$ cat src/rtl/boot_loader.sv
// Boot loader front-end: synchronizes external program/strobe pins and streams nibbles into CPU memory.
// Optional running XOR checksum is enabled by defining BOOT_LOADER_CHECKSUM_EN.
`timescale 1ns/1ps
module boot_loader #(
  parameter int DATA_WIDTH    = 4,
  parameter int ADDR_WIDTH    = 4,
  parameter int SETTLE_CYCLES = 8
) (
  input  logic                  clk_i,
  input  logic                  reset_i,
  input  logic                  prog_i,
  input  logic                  strobe_i,
  input  logic [DATA_WIDTH-1:0] data_i,
  output logic                  bl_programm_o,
  output logic [DATA_WIDTH-1:0] bl_data_o,
  output logic [ADDR_WIDTH-1:0] bl_address_o,
  output logic                  bl_write_en_mem_o,
  output logic                  done_o,
  output logic [DATA_WIDTH-1:0] checksum_o
);

  localparam int CNT_W = $clog2(SETTLE_CYCLES + 1);
  localparam logic [CNT_W-1:0]      CNT_LAST  = CNT_W'(SETTLE_CYCLES - 1);
  localparam logic [ADDR_WIDTH-1:0] ADDR_LAST = {ADDR_WIDTH{1'b1}};

  typedef enum logic [2:0] {
    S_IDLE   = 3'd0,
    S_SETTLE = 3'd1,
    S_ARMED  = 3'd2,
    S_WRITE  = 3'd3,
    S_FULL   = 3'd4
  } state_t;

  state_t state, state_n;

  logic                  prog_q1, prog_s;
  logic                  strb_q1, strb_s, strb_d;
  logic                  strb_edge;
  logic [CNT_W-1:0]      cnt;
  logic                  pending;
  logic                  capture;
  logic [ADDR_WIDTH-1:0] addr;
  logic [DATA_WIDTH-1:0] data_r;
  logic                  done_r;

  always_ff @(posedge clk_i or posedge reset_i) begin
    if (reset_i) begin
      prog_q1 <= 1'b0;
      prog_s  <= 1'b0;
      strb_q1 <= 1'b0;
      strb_s  <= 1'b0;
      strb_d  <= 1'b0;
    end else begin
      prog_q1 <= prog_i;
      prog_s  <= prog_q1;
      strb_q1 <= strobe_i;
      strb_s  <= strb_q1;
      strb_d  <= strb_s;
    end
  end

  assign strb_edge = strb_s & ~strb_d;

  always_comb begin
    state_n = state;
    capture = 1'b0;
    case (state)
      S_IDLE: begin
        if (prog_s) state_n = S_SETTLE;
      end
      S_SETTLE: begin
        if (!prog_s) begin
          state_n = S_IDLE;
        end else begin
          capture = strb_edge & ~pending;
          // A nibble caught on the final settle cycle still goes straight to WRITE.
          if (cnt == CNT_LAST) state_n = (pending || capture) ? S_WRITE : S_ARMED;
        end
      end
      S_ARMED: begin
        if (!prog_s) begin
          state_n = S_IDLE;
        end else if (strb_edge) begin
          capture = 1'b1;
          state_n = S_WRITE;
        end
      end
      S_WRITE: begin
        if (!prog_s)                state_n = S_IDLE;
        else if (addr == ADDR_LAST) state_n = S_FULL;
        else                        state_n = S_ARMED;
      end
      S_FULL: begin
        if (!prog_s) state_n = S_IDLE;
      end
      default: state_n = S_IDLE;
    endcase
  end

  always_ff @(posedge clk_i or posedge reset_i) begin
    if (reset_i) begin
      state   <= S_IDLE;
      cnt     <= '0;
      pending <= 1'b0;
      addr    <= '0;
      data_r  <= '0;
      done_r  <= 1'b0;
    end else begin
      state <= state_n;

      if (state == S_SETTLE) cnt <= cnt + CNT_W'(1);
      else                   cnt <= '0;

      if (state != S_SETTLE) pending <= 1'b0;
      else if (capture)      pending <= 1'b1;

      // Address wraps to 0 after the last location.
      if (state == S_WRITE)     addr <= addr + ADDR_WIDTH'(1);
      else if (state == S_IDLE) addr <= '0;

      if (capture) data_r <= data_i;

      if (state == S_IDLE && state_n == S_SETTLE)   done_r <= 1'b0;
      else if (state == S_WRITE && addr == ADDR_LAST) done_r <= 1'b1;
    end
  end

`ifdef BOOT_LOADER_CHECKSUM_EN
  logic [DATA_WIDTH-1:0] cksum;

  always_ff @(posedge clk_i or posedge reset_i) begin
    if (reset_i)                                cksum <= '0;
    else if (state == S_IDLE && state_n == S_SETTLE) cksum <= '0;
    else if (state == S_WRITE)                  cksum <= cksum ^ data_r;
  end

  assign checksum_o = cksum;
`else
  assign checksum_o = '0;
`endif

  assign bl_programm_o     = (state != S_IDLE);
  assign bl_write_en_mem_o = (state == S_WRITE);
  assign bl_address_o      = addr;
  assign bl_data_o         = data_r;
  assign done_o            = done_r;

endmodule

$ cat config.mk
export PLATFORM = sky130hd
export DESIGN_NAME = boot_loader
export DESIGN_NICKNAME = d
export VERILOG_FILES = /design/src/rtl/boot_loader.sv
export SDC_FILE = /design/constraint.sdc
export NUM_CORES = 1
export LEC_CHECK = 0
export CAP_MARGIN = 15
export CELL_PAD_IN_SITES_DETAIL_PLACEMENT = 2
export CELL_PAD_IN_SITES_GLOBAL_PLACEMENT = 2
export CORE_MARGIN = 4
export CORE_UTILIZATION = 33
export DETAILED_ROUTE_END_ITERATION = 10
export GPL_TIMING_DRIVEN = 0
export MAX_ROUTING_LAYER = met4
export PLACE_DENSITY_LB_ADDON = 0.1
export SLEW_MARGIN = 20
export SYNTH_ARGS = -nofsm -noshare
export SYNTH_HDL_FRONTEND = slang
export SYNTH_SLANG_ARGS = --single-unit
$ cat constraint.sdc
create_clock -name clk_i -period 3.1 [get_ports clk_i]
set_input_delay 0.62 -clock clk_i [delete_from_list [all_inputs] [get_ports clk_i]]
set_output_delay 0.62 -clock clk_i [all_outputs]
set_load 0.01 [all_outputs]
==> impl_metrics.json, run 1 <==
{
  "fin_cells": 138,
  "tightestPinTransition_ps": 829,
  "hold-path-endpoint": "prog_s",
  "yosysTopAreaCell": "dfrtp_1",
  "clock-sinks": 22,
  "drt-total-wl_um": 2100,
  "syn_area_per_cell_sq_um": 11.9,
  "finalSetupTns_ps": 0,
  "worst_hold_path_type": "flop to flop",
  "num_vias": 684,
  "criticalPathCategory": "flop to output pin",
  "track_usage": 0.120,
  "power_density_nw_per_um2": 460,
  "floorplan.initialDensity": 0.350,
  "final-max-slew-violation-count": 0,
  "ctsRootBufferMaster": "clkbuf_4",
  "clk_latency_ps": 310,
  "grt_pass1_vias": 788,
  "r2r_cells": 4,
  "endpoint_kind": "output pin",
  "cts_buffers": 3,
  "clock_path_buffers": 2,
  "synth.cells.most_frequent": "22 x dfrtp_1, 6 x nor2_1, 5 x buf_4, 5 x inv_1, 5 x nand2b_1",
  "min_period_ps": 2640,
  "synth-seq-cells": 22,
  "fillCellCount": 291,
  "crit_buf_inv": 3,
  "drc": 0,
  "rsz0062_at_grt": "false",
  "max_stage_delay_ps": 550,
  "slew_headroom": 0.447,
  "pin_count": 23,
  "grt_max_degree": 23,
  "status": "complete, no violations",
  "start_kind": "flop",
  "netlist_area_sq_um": 972,
  "ir_drop_uv": 227,
  "nNetsFinal": 118,
  "hold_path_depth": 0,
  "reg2reg_slack_ps": 1450,
  "hold_buffers": 0,
  "worstPathRequired_ps": 2480,
  "grt_overflow": 0,
  "cts_setup_buffers": 0,
  "ys_seq_area_frac": 0.566,
  "r2r_end": "bl_data_o[2]",
  "diodes": 0,
  "fin_skew_ps": 7.23,
  "core_area_sq_um": 2780,
  "synth_most_common_cell": "dfrtp_1",
  "viasPerCell": 4.96,
  "setup_viol": 0,
  "portBuffers": 18,
  "ctsResizeCount": 0,
  "rows": 19,
  "yosys_warnings": 0,
  "cp_slowest_cell": "clkdlybuf4s50_1",
  "dpl-instance-area_sq_um": 1200,
  "dp.cells": 134,
  "synth_top_area_share": 0.566,
  "crit_family": "buffers and inverters",
  "final_util": 0.445,
  "drt-pass1-iter-count": 4,
  "dp.final_hpwl_um": 1510,
  "dieHeight_um": 62.3,
  "fmax_ghz": 0.378,
  "final_hold_viol_count": 0,
  "grt_pass1_wl_um": 3720,
  "synthCells": 82,
  "power.leakage_nw": 0.591,
  "crit_fanout": 10,
  "cap_viol_max_count": 0,
  "synth_edf_count": 0,
  "holdCritStartpoint": "prog_q1",
  "antenna_found_initial": 0,
  "reg2reg_from": "state[0]",
  "wl_per_cell_um": 15.2,
  "finish.instance_area_sq_um": 1240,
  "critical_path.cell_chain": "clkbuf_1 > nand3b_1 > inv_1 > clkdlybuf4s50_1",
  "worstPathArrival_ps": 2020,
  "ant_nets": 0,
  "synth.distinct_cells": 33,
  "htreeDepth": 1,
  "ys_top_cells_by_area": "dfrtp_1 57%, mux2_4 6.2%, buf_4 3.9%, nand2b_1 3.2%, ha_1 2.6%",
  "path_clk_slew_ps": 130,
  "die_w_um": 62.3,
  "synth-async-reset-ratio": 1.00,
  "synthFlopType": "dfrtp_1",
  "syn_to_final_growth_pct": 27.4,
  "drive_above_1_share": 0.150,
  "dieArea_sq_um": 3880,
  "whs_ps": 367,
  "finalCritPeriodShare": 0.853,
  "gp_congestion": 0.745,
  "drtIter0Drc": 8,
  "cts_tree": "yes"
}
[worst max path at each step]
stage | from | to | slack [ps] | cells past startpoint
4_1_cts | state[1] | bl_write_en_mem_o | 460 | 4
3_5_place_dp | state[1] | bl_write_en_mem_o | 850 | 4
6_report | state[1] | bl_write_en_mem_o | 460 | 4
2_1_floorplan | state[1] | bl_programm_o | 1520 | 2
3_3_place_gp | state[1] | bl_write_en_mem_o | 850 | 4
5_1_grt | state[1] | bl_write_en_mem_o | 280 | 4
[where the power goes]
group | internal [mW] | switching, mW | leakage, nW
clock | 0.0717 | 0.0897 | 0.0210
sequential | 0.306 | 0.0118 | 0.281
combinational | 0.0548 | 0.0358 | 0.289
[cell usage in the layout (no fill, tap or decap), types with 2 or more instances in the layout]
cell type and count:
o21ai_0 2, inv_1 5, or3_1 2, nand2b_1 5
a21oi_1 2, nand3_1 3, conb_1 4, mux2_4 4
ha_1 2, buf_4 5, clkbuf_4 3, dfrtp_1 22
clkdlybuf4s50_1 18, nor2_1 6, o21a_1 2, nor3b_1 2
[worst register-to-register path, delay by kind of cell, from the launching register on]
kind / cells / cell delay, ps
buffers and inverters: 1 / 150
multiplexers: 1 / 320
AO/OA/AOI/OAI: 1 / 370
AND/OR/NAND/NOR: 1 / 350
flip-flops: 1 / 350
[sequential cells by signal, indices dropped and copies added (netlist names)]
signal        count
done_o            1
strb_s            1
bl_data_o         4
bl_address_o      4
prog_q1           1
prog_s            1
strb_d            1
state             3
strb_q1           1
pending           1
cnt               4
[area by class of cell]
type / instances / area, sq um / area share
clock buffers: 4 / 36.3 / 0.0293
multi-input cells: 52 / 373 / 0.301
repair buffers: 18 / 180 / 0.145
plain buffers: 6 / 41.3 / 0.0333
inverters: 5 / 18.8 / 0.0152
flip-flops and latches: 22 / 551 / 0.444
well taps: 31 / 38.8 / 0.0313
[stage by stage]
stage,setup WS (ps),total power [mW]
floorplan,1520,0.370
global route,281,0.605
detailed placement,847,0.415
CTS,455,0.580
finish,455,0.570
global placement,852,0.411
[kinds of logic after synthesis]
| logic type | after synthesis | share of synthesized area |
|---|---|---|
| flops | 22 | 0.566 |
| xor+xnor | 2 | 0.0180 |
| fa+ha+maj | 2 | 0.0257 |
| mux | 5 | 0.0721 |
| buf+inv | 11 | 0.0618 |
| other cells | 1 | 0.00386 |
| compound gates | 13 | 0.0952 |
| simple gates | 26 | 0.157 |
[per-layer routing]
layer / track usage / vias to the layer above / wire, um
met5: - / - / 0
met1: 0.148 / 343 / 936
met3: 0.0234 / 4 / 75
met4: 0.0477 / 0 / 37
li1: - / 321 / -
met2: 0.194 / 16 / 1050
No activity file was read; power rests on OpenSTA's default activity.
==> run 2, diff against run 1 <==
- SKIP_CTS_REPAIR_TIMING: default -> 1
==> results of run 2 <==
No change in the layout: final DEF, timing and power equal those of run 1.
